**src/rtl/half_vector_gather.sv**
```systemverilog
// Serial-to-parallel gather of binary16 elements into a WIDTH-lane vector.
// Short vectors are padded with PAD; each completed vector is announced by a one-cycle out_valid.
module half_vector_gather #(
    parameter int          WIDTH = 10,
    parameter logic [15:0] PAD   = 16'h0000,
    localparam int         IDX_W = $clog2(WIDTH),
    localparam int         CNT_W = $clog2(WIDTH + 1)
) (
    input  logic             clk,
    input  logic             rstn,
    input  logic             in_valid,
    input  logic [15:0]      in_data,
    input  logic             in_last,
    output logic             out_valid,
    output logic [15:0]      out_vector [WIDTH],
    output logic [CNT_W-1:0] out_count
);

    typedef enum logic {
        EMPTY   = 1'b0,
        FILLING = 1'b1
    } state_t;

    localparam logic [IDX_W-1:0] LAST_IDX = IDX_W'(WIDTH - 1);

    state_t           state_reg;
    logic [IDX_W-1:0] idx_reg;
    logic             complete;

    // The last lane always closes the vector, with or without in_last.
    assign complete = in_valid && (in_last || (idx_reg == LAST_IDX));

    always_ff @(posedge clk or negedge rstn) begin
        if (!rstn) begin
            state_reg <= EMPTY;
            idx_reg   <= '0;
            out_valid <= 1'b0;
            out_count <= '0;
        end else begin
            out_valid <= 1'b0;
            case (state_reg)
                EMPTY: begin
                    if (in_valid) begin
                        if (complete) begin
                            out_valid <= 1'b1;
                            out_count <= CNT_W'(1);
                        end else begin
                            idx_reg   <= IDX_W'(1);
                            state_reg <= FILLING;
                        end
                    end
                end
                FILLING: begin
                    if (in_valid) begin
                        if (complete) begin
                            out_valid <= 1'b1;
                            out_count <= CNT_W'(idx_reg) + CNT_W'(1);
                            idx_reg   <= '0;
                            state_reg <= EMPTY;
                        end else begin
                            idx_reg <= idx_reg + IDX_W'(1);
                        end
                    end
                end
                default: begin
                    idx_reg   <= '0;
                    state_reg <= EMPTY;
                end
            endcase
        end
    end

    // Each lane owns one fill register and one output register.
    for (genvar gi = 0; gi < WIDTH; gi++) begin : g_lane
        logic [15:0] fill_reg;
        logic [15:0] out_reg;

        always_ff @(posedge clk or negedge rstn) begin
            if (!rstn) begin
                fill_reg <= PAD;
                out_reg  <= PAD;
            end else if (in_valid) begin
                if (complete) begin
                    // The completing element bypasses the fill buffer straight into its lane.
                    fill_reg <= PAD;
                    if (gi < int'(idx_reg)) begin
                        out_reg <= fill_reg;
                    end else if (gi == int'(idx_reg)) begin
                        out_reg <= in_data;
                    end else begin
                        out_reg <= PAD;
                    end
                end else if (gi == int'(idx_reg)) begin
                    fill_reg <= in_data;
                end
            end
        end

        assign out_vector[gi] = out_reg;
    end

endmodule

```
**config.mk**
```make
export PLATFORM = sky130hd
export DESIGN_NAME = half_vector_gather
export DESIGN_NICKNAME = d
export VERILOG_FILES = /design/src/rtl/half_vector_gather.sv
export SDC_FILE = /design/constraint.sdc
export NUM_CORES = 1
export LEC_CHECK = 0
export BUFFER_PORTS_ARGS = -buffer_cell sky130_fd_sc_hd__buf_2
export CAP_MARGIN = 30
export CORE_ASPECT_RATIO = 0.8
export CORE_MARGIN = 2
export CORE_UTILIZATION = 35
export CTS_CLUSTER_SIZE = 16
export DETAILED_ROUTE_END_ITERATION = 6
export HOLD_SLACK_MARGIN = 0.1
export PLACE_DENSITY = 0.64
export SYNTH_ARGS = -nofsm -noshare
export SYNTH_HDL_FRONTEND = slang
export SYNTH_SLANG_ARGS = --single-unit
export TNS_END_PERCENT = 50
```
**constraint.sdc**
```tcl
create_clock -name clk -period 2.8 [get_ports clk]
set_input_delay 0.14 -clock clk [delete_from_list [all_inputs] [get_ports clk]]
set_output_delay 0.14 -clock clk [all_outputs]
set_load 0.01 [all_outputs]
```
**After elaboration in Yosys (flattened, before gate mapping)**

Index checks and enable logic that the tools add are counted.

- Eq/ne operators: 15
- Reduce and logical (&&, ||, !) cells: 26
- $add $sub $neg: 1
- Order comparisons: 10
- Bitwise operators: 1
- Mux-type cells: 56

Operators by type and width:

| operator | number |
|---|---|
| 2-to-1 mux 16 bit | 40 |
| 2-to-1 mux 4 bit | 8 |
| equality test 4 bit (first input constant) | 6 |
| AND reduction 2 bit | 11 |
| nonzero test 2 bit | 10 |
| less-than comparator 3 x 4 -> 1 bit (first input constant) | 4 |
| one-hot mux 4 bit (2 select lines) | 2 |
| equality test 3 x 4 -> 1 bit (first input constant) | 2 |
| less-than comparator 1 x 4 -> 1 bit (first input constant) | 2 |
| less-than comparator 2 x 4 -> 1 bit (first input constant) | 2 |
| less-than comparator 4 bit (first input constant) | 2 |
| != test 2 bit (second input constant) | 4 |
| 2-to-1 mux 1 bit | 5 |
| adder 4 x 1 -> 4 bit (second input constant) | 1 |
| equality test 2 x 4 -> 1 bit (first input constant) | 1 |
| equality test 4 bit (second input constant) | 1 |
| zero test 4 bit | 1 |
| AND reduction 4 bit | 1 |
| AND reduction 3 bit | 1 |
| != test 2 x 1 -> 1 bit (second input constant) | 1 |
| one-hot mux 1 bit (2 select lines) | 1 |
| logical AND 1 bit | 1 |
| logical OR 1 bit | 1 |
| inverter 1 bit | 1 |

- Input port bits: 20
- Register bits: 330
- Logic and storage cells: 133
- Output and inout port bits: 165

**Depth between registers and ports, before layout**

- Depth after elaboration: 6
- Mapped depth: 10
- Depth with buffers taken out: 5

**Worst setup path before layout**

No wires, ideal clock.

- Kind: register to register
- Start point: register idx_reg[1]
- End point: register g_lane[4].out_reg[10]
- Slack: 340 ps
- Clock period less this slack: 2,460 ps
- Buffers on the path: 5
- Library setup time: 128 ps
- Arrival time: 2,332 ps
- Stages on the path, launching flop included: 11
- Data required time: 2,672 ps
- Cell sequence: dfrtp_1 clkbuf_1 clkbuf_1 inv_1 ha_1 clkbuf_1 nand3b_1 buf_4 buf_2 mux2i_1 mux2_1

- Longest elaborated chain between the ends: 4
- Elaborated cells on any way between the ends: 8
- Those cells by class: order compare: 1; eq/ne: 2; mux: 2; reduce/logical: 3

Ends and longest elaborated chain:

| what | RTL line | source |
|---|---|---|
| start, declared | 27 | `logic [IDX_W-1:0] idx_reg;` |
| start signal, assigned | 61 | `idx_reg <= idx_reg + IDX_W'(1);` |
| parallel branches: the longest is 4 deep, another holds less-than comparator 3 x 4 -> 1 bit | - |  |
| end signal, assigned | 87 | `out_reg <= fill_reg;` |
| end signal, assigned | 89 | `out_reg <= in_data;` |
| end, declared | 76 | `logic [15:0] out_reg;` |

Several ways; the timed one is not identified.
A chain may end at the register's enable or synchronous reset.

**Worst setup path after layout**

- Start point: register idx_reg[2]
- End point: register g_lane[1].out_reg[4]

- Longest elaborated chain between the ends: 4
- Elaborated cells on any way between the ends: 8
- Those cells by class: order compare: 1; eq/ne: 2; mux: 2; reduce/logical: 3

Ends and longest elaborated chain:

| what | RTL line |
|---|---|
| parallel branches: the longest is 4 deep, another holds less-than comparator 1 x 4 -> 1 bit | - |
| end signal, assigned | 87 |
| end signal, assigned | 89 |
| end, declared | 76 |

Several ways; the timed one is not identified.

==> run summary <==
SETUP PATH
---------------------------------------------------------------------------------
Number of cells on the worst reg-to-reg path                                    4
Largest fanout on the critical path                                            97
Origin of the critical flop-to-flop path                             idx_reg[2]$_DFFE_PN0P_
Worst Setup Path Type                                                flip-flop to flip-flop
CP required                                                               3.21 ns
Critical Path AT                                                          2.74 ns
Endpoint kind of the worst setup timing path                            flip-flop
Capture point of the worst reg-to-reg path                           g_lane[1].out_reg[4]$_DFFE_PN0P_
Critical Path Start Type                                                flip-flop
FF-to-FF setup slack                                                      0.47 ns

PLACED DESIGN
---------------------------------------------------------------------------------
Estimated wirelength of the detail-placed design                         26400 um
Quantity of I/O buffers inserted on ports                                     184
RD Place Congestion                                                         0.750

DETAILED ROUTING
---------------------------------------------------------------------------------
Detailed Route Iter0 Violations                                               996
Wire length per cell after detailed routing                               22.3 um
Detailed-route DRC error count                                                  0
Post-Route WL                                                            43300 um
Remaining antenna violation count                                               0
Post-DR vias/cell                                                            5.56
Number of iterations in the first detailed-routing pass                         5
Total via count in the routed design                                        10800

TIMING
---------------------------------------------------------------------------------
Slew Viols, Final                                                               0
Number of hold violations in the final report                                   0
Fin crit share                                                              83.1%
Clock period minus worst slack                                            2.33 ns
Pin slew with the least headroom to its limit                            0.944 ns
Count of final setup violators                                                  0
Unrepaired setup endpoints after global routing                             false
Max transition margin                                                       37.1%
Maximum operating frequency                                               430 MHz
Final Skew                                                              0.0201 ns
Final setup TNS                                                              0 ns

LAYOUT
---------------------------------------------------------------------------------
Area taken by multi-input logic gates                                 0.00621 mm2
Proportion of layout cells with a drive suffix above 1                      31.8%
Sequential cell area                                                  0.00827 mm2
Total inserted antenna cells                                                    0
Number of fill cells                                                         3981
Layout overhead on the synthesized area                                     17.2%
Nets                                                                         1375

POWER AND IR DROP
---------------------------------------------------------------------------------
Internal                                                                  9.45 mW
Part of the power in registers                                              41.8%
Clk network pwr share                                                       36.3%
Final total power                                                         13.5 mW
Total power density per cell area                                      753 mW/mm2
Static Leakage                                                            9.33 nW
Gate power share                                                            21.9%
IR Drop Worst-Case VDD                                                     411 uV
Net load switching power                                                  4.08 mW
Switching share of power                                                    30.1%

OUTCOME
---------------------------------------------------------------------------------
Result of the run                                                       completed

LOGIC SYNTHESIS
---------------------------------------------------------------------------------
Cells after synthesis                                                        1230
Number of enable flip-flop cells after synthesis                                0
Most frequent cells after synthesis                                  330 x sky130_fd_sc_hd__dfrtp_1, 138 x sky130_fd_sc_hd__mux2_2, 112 x sky130_fd_sc_hd__a22o_1
Main flop type after synthesis                                       sky130_fd_sc_hd__dfrtp_1
Most area-consuming cells after synthesis                            sky130_fd_sc_hd__dfrtp_1 54%, sky130_fd_sc_hd__mux2_2 10%, sky130_fd_sc_hd__a22o_1 6.4%, sky130_fd_sc_hd__mux2_1 4.3%, sky130_fd_sc_hd__a32o_1 4.2%
Share of the yosys chip area belonging to registers                         53.9%
Post-Syn Area                                                          0.0153 mm2
Number of distinct library cells after synthesis                               46
Fraction of post-synthesis cell area in the top cell type by area           53.9%
Nets in the synthesized netlist                                              1255
Synth Register Bits                                                           330
FFs w/ async S/R, synth                                                      100%
Most repeated cell in the gate-level netlist after synthesis         sky130_fd_sc_hd__dfrtp_1
Leading area contributor after synthesis                             sky130_fd_sc_hd__dfrtp_1
Synthesized area per cell                                                12.5 um2
Count of warnings emitted by yosys                                              0

DIE
---------------------------------------------------------------------------------
Floorplan core area                                                    0.0431 mm2
Y dimension of the die                                                     191 um
Die width                                                                  238 um
Floorplan row count                                                            68
DIE AREA                                                               0.0455 mm2
Boundary Pins                                                                 185
Starting Density                                                            35.5%

GLOBAL ROUTING
---------------------------------------------------------------------------------
Overall fraction of global-route tracks in use                              19.1%
Pin count of the biggest net entering global routing                           98
Initial antenna violation count                                                 0
Gr ovfl total                                                                   0
First-pass GRT wire length                                               67300 um
Number of global-route vias before repair                                   10800

WORST HOLD PATH
---------------------------------------------------------------------------------
Worst hold path cell count                                                      3
Worst hold path type                                                 primary input to flip-flop
Min-Delay Startpoint                                                      in_last
End point of the most critical hold path                             idx_reg[3]$_DFFE_PN0P_

CLOCK TREE
---------------------------------------------------------------------------------
Clock network latency to the later pin of the worst-skew pair             0.53 ns
Clock tree root driver cell                                          sky130_fd_sc_hd__clkbuf_16
TritonCTS Buffers                                                              37
Number of clock sinks                                                         330
Post-CTS Setup Inserts                                                          0
Maximum buffer depth of the clock tree                                          3
Maximum level of the CTS H-tree                                                 2
CTS tree                                                                    built
Clock slew seen by the registers of the worst setup and hold paths        0.06 ns

JOB
---------------------------------------------------------------------------------
Max-cap viol count                                                              0

[metal layers]
metal / vias up / share of wire, % / global-route usage, %
met5: - / 0 / 0
met4: 0 / 2.1 / 4.84
met3: 64 / 7.0 / 4.68
met2: 327 / 44 / 28.9
met1: 5593 / 47 / 27.4
li1: 4785 / - / -
[worst max path at each step]
stage                                 from                                  to  slack, ns  cells after the start
floorplan           idx_reg[1]$_DFFE_PN0P_   g_lane[4].out_reg[10]$_DFFE_PN0P_       0.34                     10
global placement    idx_reg[0]$_DFFE_PN0P_   g_lane[8].fill_reg[0]$_DFFE_PN0P_       0.48                      5
detailed placement  idx_reg[2]$_DFFE_PN0P_    g_lane[1].out_reg[4]$_DFFE_PN0P_       0.52                      4
CTS                 idx_reg[2]$_DFFE_PN0P_   g_lane[1].out_reg[11]$_DFFE_PN0P_       0.50                      4
global route        idx_reg[3]$_DFFE_PN0P_  g_lane[5].fill_reg[14]$_DFFE_PN0P_       0.37                      4
finish              idx_reg[2]$_DFFE_PN0P_    g_lane[1].out_reg[4]$_DFFE_PN0P_       0.47                      4
[logic make-up (layout without fill, tap and decap cells)]
kind of cell | after synthesis | after routing | share of synthesized area (%)
flops | 330 | 330 | 53.9
compound gates | 292 | 292 | 15.5
mux | 246 | 246 | 17.7
buf+inv | 203 | 351 | 5.66
simple gates | 153 | 153 | 6.79
fa+ha+maj | 5 | 5 | 0.408
xor+xnor | 1 | 1 | 0.0572
[power by group through the flow]
stage / Clock (mW) / Sequential, mW / Combinational (mW)
final: 4.90 / 5.66 / 2.97
after global routing: 5.26 / 5.73 / 3.23
after CTS: 5.04 / 5.66 / 3.00
after detailed placement: 0 / 5.74 / 2.99
after global placement: 0 / 5.71 / 2.92
after floorplan: 0 / 5.79 / 1.78
[critical path, stage by stage (launching register included)]
cell and delay, ns:
sky130_fd_sc_hd__dfrtp_4 0.71, sky130_fd_sc_hd__and4bb_4 0.31, sky130_fd_sc_hd__o21ai_4 0.20, sky130_fd_sc_hd__buf_12 0.46, sky130_fd_sc_hd__mux2_2 0.40
[layout make-up]
type                       count  share of cell area (%)
inverter                      57                    1.19
sequential                   330                    46.0
tap                          560                    3.90
timing repair buffer         227                    7.40
clock inverter                 9                   0.453
clock buffer                  58                    6.44
multi-input combinational    697                    34.6
[through the flow]
step	worst slack, ns	utilization, %	hold WS (ns)	std cells	cell area, um2
floorplan	0.340	-	-0.156	1230	15300
global placement	0.482	38.6	0.218	1866	16700
detailed placement	0.523	38.7	0.228	1869	16700
CTS	0.502	41.6	0.129	1938	18000
global route	0.372	41.6	0.172	1938	18000
finish	0.475	41.6	0.157	1938	18000
[cell usage in the layout (no fill, tap or decap), types with 16 or more instances in the layout]
cell type / instances
sky130_fd_sc_hd__dfrtp_1: 328
sky130_fd_sc_hd__buf_2: 183
sky130_fd_sc_hd__mux2_2: 138
sky130_fd_sc_hd__a22o_1: 112
sky130_fd_sc_hd__a32o_1: 65
sky130_fd_sc_hd__mux2_1: 58
sky130_fd_sc_hd__inv_1: 57
sky130_fd_sc_hd__nand2_1: 51
sky130_fd_sc_hd__o21ai_0: 50
sky130_fd_sc_hd__mux2i_1: 50
sky130_fd_sc_hd__and4b_1: 48
sky130_fd_sc_hd__clkbuf_16: 39
sky130_fd_sc_hd__buf_4: 34
sky130_fd_sc_hd__o31ai_1: 32
sky130_fd_sc_hd__a31oi_1: 17
sky130_fd_sc_hd__and2_1: 16
[what timing repair did]
item / 4_1_cts / 5_1_grt
endpoints found under the hold margin: 84 / 0
gates resized for setup: 0 / 0
hold buffers: 2 / 0
No activity file was read; power rests on OpenSTA's default activity.
